File: src/rtl/serial_rx_framer.sv
// 12-bit async serial receiver (start, 8 data LSB first, parity, 2 stops) with mid-bit sampling.
// Latency: 2 + CLKS_PER_BIT/2 + 11*CLKS_PER_BIT + 1 cycles pin-to-strobe; no backpressure, data_valid is a one-cycle strobe.
module serial_rx_framer #(
   parameter int CLKS_PER_BIT = 434,
   parameter int PARITY_ODD   = 0
) (
   input  logic       clock,
   input  logic       preset,
   input  logic       rx,
   output logic [7:0] data_out,
   output logic       data_valid,
   output logic       parity_err,
   output logic       frame_err,
   output logic       busy
);

   localparam int CNT_W = $clog2(CLKS_PER_BIT);
   localparam logic [CNT_W-1:0] HALF_M1 = CNT_W'(CLKS_PER_BIT / 2 - 1);
   localparam logic [CNT_W-1:0] FULL_M1 = CNT_W'(CLKS_PER_BIT - 1);
   localparam logic ODD_MODE = (PARITY_ODD != 0);

   typedef enum logic [2:0] {
      IDLE,
      START,
      DATA,
      PARITY,
      STOP1,
      STOP2
   } state_t;

   state_t           state, state_n;
   logic [CNT_W-1:0] cnt, cnt_n;
   logic [2:0]       bit_cnt, bit_cnt_n;
   logic [7:0]       shift, shift_n;
   logic             perr_pend, perr_pend_n;
   logic             ferr_pend, ferr_pend_n;
   logic [7:0]       data_out_n;
   logic             data_valid_n, parity_err_n, frame_err_n, busy_n;
   logic             rx_m, rx_s, rx_prev;
   logic             tick;

   // Sync chain resets high so the line looks idle right after reset.
   always_ff @(posedge clock or negedge preset) begin
      if (!preset) begin
         rx_m    <= 1'b1;
         rx_s    <= 1'b1;
         rx_prev <= 1'b1;
      end else begin
         rx_m    <= rx;
         rx_s    <= rx_m;
         rx_prev <= rx_s;
      end
   end

   assign tick = (cnt == '0);

   always_comb begin
      state_n      = state;
      cnt_n        = cnt;
      bit_cnt_n    = bit_cnt;
      shift_n      = shift;
      perr_pend_n  = perr_pend;
      ferr_pend_n  = ferr_pend;
      data_out_n   = data_out;
      parity_err_n = parity_err;
      frame_err_n  = frame_err;
      data_valid_n = 1'b0;

      if (state != IDLE && !tick) begin
         cnt_n = cnt - 1'b1;
      end

      case (state)
         IDLE: begin
            if (rx_prev && !rx_s) begin
               state_n = START;
               cnt_n   = HALF_M1;
            end
         end
         START: begin
            if (tick) begin
               // A start bit that is high again at mid-bit was a glitch.
               if (!rx_s) begin
                  state_n     = DATA;
                  bit_cnt_n   = 3'd0;
                  cnt_n       = FULL_M1;
                  perr_pend_n = 1'b0;
                  ferr_pend_n = 1'b0;
               end else begin
                  state_n = IDLE;
               end
            end
         end
         DATA: begin
            if (tick) begin
               shift_n[bit_cnt] = rx_s;
               cnt_n            = FULL_M1;
               bit_cnt_n        = bit_cnt + 3'd1;
               if (bit_cnt == 3'd7) begin
                  state_n = PARITY;
               end
            end
         end
         PARITY: begin
            if (tick) begin
               perr_pend_n = (^shift) ^ rx_s ^ ODD_MODE;
               cnt_n       = FULL_M1;
               state_n     = STOP1;
            end
         end
         STOP1: begin
            if (tick) begin
               if (!rx_s) begin
                  ferr_pend_n = 1'b1;
               end
               cnt_n   = FULL_M1;
               state_n = STOP2;
            end
         end
         STOP2: begin
            if (tick) begin
               data_out_n   = shift;
               parity_err_n = perr_pend;
               frame_err_n  = ferr_pend | ~rx_s;
               data_valid_n = 1'b1;
               state_n      = IDLE;
            end
         end
         default: begin
            state_n = IDLE;
         end
      endcase

      busy_n = (state_n != IDLE) | data_valid_n;
   end

   always_ff @(posedge clock or negedge preset) begin
      if (!preset) begin
         state      <= IDLE;
         cnt        <= '0;
         bit_cnt    <= 3'd0;
         shift      <= 8'h00;
         perr_pend  <= 1'b0;
         ferr_pend  <= 1'b0;
         data_out   <= 8'h00;
         data_valid <= 1'b0;
         parity_err <= 1'b0;
         frame_err  <= 1'b0;
         busy       <= 1'b0;
      end else begin
         state      <= state_n;
         cnt        <= cnt_n;
         bit_cnt    <= bit_cnt_n;
         shift      <= shift_n;
         perr_pend  <= perr_pend_n;
         ferr_pend  <= ferr_pend_n;
         data_out   <= data_out_n;
         data_valid <= data_valid_n;
         parity_err <= parity_err_n;
         frame_err  <= frame_err_n;
         busy       <= busy_n;
      end
   end

endmodule
File: config.mk
export PLATFORM = sky130hd
export DESIGN_NAME = serial_rx_framer
export DESIGN_NICKNAME = d
export VERILOG_FILES = /design/src/rtl/serial_rx_framer.sv
export SDC_FILE = /design/constraint.sdc
export NUM_CORES = 1
export LEC_CHECK = 0
export BUFFER_PORTS_ARGS = -buffer_cell sky130_fd_sc_hd__buf_4
export CORE_ASPECT_RATIO = 1.4
export CORE_MARGIN = 4
export CORE_UTILIZATION = 40
export CTS_CLUSTER_DIAMETER = 150
export DETAILED_ROUTE_END_ITERATION = 7
export SYNTH_ARGS = -nofsm -noshare
export SYNTH_HDL_FRONTEND = slang
export SYNTH_SLANG_ARGS = --single-unit
File: constraint.sdc
create_clock -name clock -period 3.15 [get_ports clock]
set_clock_uncertainty 0.1 [all_clocks]
set_input_delay 0.315 -clock clock [delete_from_list [all_inputs] [get_ports clock]]
set_output_delay 0.315 -clock clock [all_outputs]
set_load 0.01 [all_outputs]
==> summary.md <==
| Metric | Value |
|---|---|
| Status | `finished clean` |
| Fill cells | `around 450` |
| Vias in the first global route | `approximately 1.4k` |
| First-pass GRT wire length | `around 6600 um` |
| Die area | `0.00605 mm^2` |
| Worst setup EP type | `register` |
| Root Driver | `clkbuf_8` |
| Starting Density | `42.1%` |
| Clk_lat worst skew | `a little under 300 ps` |
| Clock transition at the registers of the reported paths | `~80 ps` |
| Syn avg cell area | `approximately 11 um^2` |
| Synth top area cells | `dfrtp_1 48%, mux2_2 10%, xnor2_1 4.5%, dfstp_2 4.1%, nand2_1 3.3%` |
| CP max FO | `8` |
| Commonest register cell after synthesis | `dfrtp_1` |
| Worst reg-to-reg path cell count | `7` |
| Synth cell types | `35` |
| WS Path Type | `reg2reg` |
| Fraction of layout cells with a size suffix above 1 | `about a quarter` |
| Top post-synthesis cells by count | `37 x dfrtp_1, 18 x mux2_2, 17 x nand2_1` |
| Initial antenna violation count | `0` |
| Worst Hold Class | `in2reg` |
| Count of final setup violators | `0` |
| Worst-Margin Slew | `803 ps` |
| FFs w/ async S/R, synth | `100%` |
| Cell Rows | `29` |
| Die H | `90.4 um` |
| Post-place setup slack | `321 ps` |
| Largest net degree at the start of global routing | `approximately 40` |
| Setup slack, reg-to-reg | `slightly below 300 ps` |
| GRT Total Usage | `between 10 and 15%` |
| Syn nets | `183` |
| TritonCTS Sinks | `40` |
| I/O Pins | `15` |
| CTS Buf Count | `5` |
| GP Congestion | `~0.76` |
| Total power | `1.18 mW` |
| Drt initial violations | `a little under 70` |
| Design area | `between 0.002 and 0.0025 mm^2` |
| Multi-input gate area | `around 860 um^2` |
| GRT overflow | `0` |
| Fmax achieved | `approximately 350 MHz` |
| Worst min-delay path startpoint | `rx` |
| Max transition margin | `a little under half` |
| Hold_buf cts | `1` |
| LEAKAGE | `approximately 1 nW` |
| Worst Hold Depth | `1` |
| Register area | `around 0.001 mm^2` |
| FF-to-FF Start | `cnt[0]` |
| Min cycle time layout | `~2900 ps` |
| Setup total negative slack | `0 ps` |
| Port-buffer cells | `14` |
| VDD IR max | `approximately 0.31 mV` |
| Post-CTS sizing | `0` |
| Worst Hold Path EP | `rx_m` |
| Fin. max-slew vios | `0` |
| Startpoint Class | `register` |
| Synth warnings | `0` |
| Mapped Cells | `around 180` |
| Synth top area share | `47.7%` |
| Count leader, synth | `dfrtp_1` |
| Seq/Total Area, Yosys | `51.8%` |
| RSZ-0062 raised after global routing | `no` |
| Area grow syn2layout | `12.2%` |
| WL final | `approximately 3800 um` |
| CTS H-tree depth | `2` |
| Critical R2R Capture | `shift[2]` |
| CTS Buffer Depth | `2` |
| Data required, critical path | `3240 ps` |
| # Post-CTS Setup Buffers | `0` |
| DRC Markers | `0` |
| HPWL after DPL | `2640 um` |
| Largest area contributor in the netlist | `dfrtp_1` |
| Max_cap viols | `0` |
| Final setup margin | `288 ps` |
| Via density | `5.41` |
| NumNets Final | `197` |
| Post-synth EDFFs | `0` |
| Core Footprint | `0.00461 mm^2` |
| CTS tree | `built` |
| Final Cycle Share | `90.9%` |
| Routed Antenna Nets | `0` |
| Routed WL per cell | `~15 um` |
| Die W | `around 67 um` |
| Pre-antenna DRT Iters | `4` |
| Cell area power density | `approximately 540 mW/mm^2` |
| Cell Area, Synth | `roughly 0.0019 mm^2` |
| FF+latch count, synth | `40` |
| Via count | `about 1.4k` |
| Final hold violation count | `0` |
| Crit path DAT | `approximately 3000 ps` |
| Diodes inserted | `0` |
| Post-placement cell area | `0.00208 mm^2` |
-- metal layers --
layer  wire length [um]  GRT usage (%)  vias to the layer above
li1                   -              -                      644
met1               1480           15.5                      695
met2               2080           24.8                       24
met3                108           3.49                       10
met4                102           6.26                        0
met5                  0              0                        -
-- layout make-up --
| class | count | area share, % |
|---|---|---|
| Inverter | 6 | 1.03 |
| Tap cell | 62 | 3.56 |
| Sequential cell | 40 | 46.1 |
| Clock inverter | 2 | 0.575 |
| Timing Repair Buffer | 16 | 5.63 |
| Clock buffer | 6 | 3.33 |
| Multi-Input combinational cell | 122 | 39.7 |
-- through the flow --
step	util [%]	std cells	hold WS, ps
5_1_grt	47.2	254	20.7
6_report	47.2	254	28.9
2_1_floorplan	-	177	-80.6
4_1_cts	47.2	254	21.9
3_3_place_gp	45.2	245	213
3_5_place_dp	45.2	245	220
-- logic make-up (layout without fill, tap and decap cells) --
group	Yosys count	in the layout	synth area share [%]
XOR/XNOR	15	15	6.77
multiplexers	18	18	10.4
flip-flops	40	40	51.8
AO/OA/AOI/OAI	26	26	9.03
AND/OR/NAND/NOR	60	60	16.4
adder cells (fa/ha/maj)	3	3	1.93
buffers and inverters	15	30	3.68
-- critical path: stages (launching register included) --
cell	delay [ps]
dfrtp_1	420
inv_1	80
ha_1	170
or3b_2	500
or3_1	500
or3_4	450
nor3b_2	190
mux2_2	340
-- registers in the layout, summed over array words and instances (netlist names) --
| register | count |
|---|---|
| bit_cnt | 3 |
| busy | 1 |
| cnt | 9 |
| data_out | 8 |
| data_valid | 1 |
| ferr_pend | 1 |
| frame_err | 1 |
| parity_err | 1 |
| perr_pend | 1 |
| rx_m | 1 |
| rx_prev | 1 |
| rx_s | 1 |
| shift | 8 |
| state | 3 |
-- cells in the final DEF, fill, tap and decap left out, drive strengths merged, types with 4 or more instances in the layout --
| cell | Yosys | layout |
|---|---|---|
| a21oi | 4 | 4 |
| dfrtp | 37 | 37 |
| or3 | 4 | 4 |
| xor2 | 5 | 5 |
| clkbuf | 7 | 6 |
| buf | 2 | 15 |
| inv | 6 | 6 |
| nor2 | 11 | 11 |
| nand2 | 17 | 17 |
| nor3 | 6 | 6 |
| mux2 | 18 | 18 |
| xnor2 | 10 | 10 |
| nand3 | 8 | 8 |
| o21ai | 8 | 8 |
-- worst max path at each step --
stage,startpoint,endpoint,slack (ps),cells past startpoint
finish,cnt[0],shift[2],290,7
global route,cnt[0],shift[3],130,7
CTS,cnt[0],shift[2],300,7
detailed placement,cnt[0],shift[2],320,7
global placement,cnt[0],shift[2],400,7
floorplan,cnt[0],shift[2],460,8
-- power by group --
group	internal (mW)	switching [mW]	total (mW)
clock network	0.155	0.174	0.329
registers	0.569	0.0609	0.630
logic	0.0990	0.122	0.221
No activity file was read; power rests on OpenSTA's default activity.
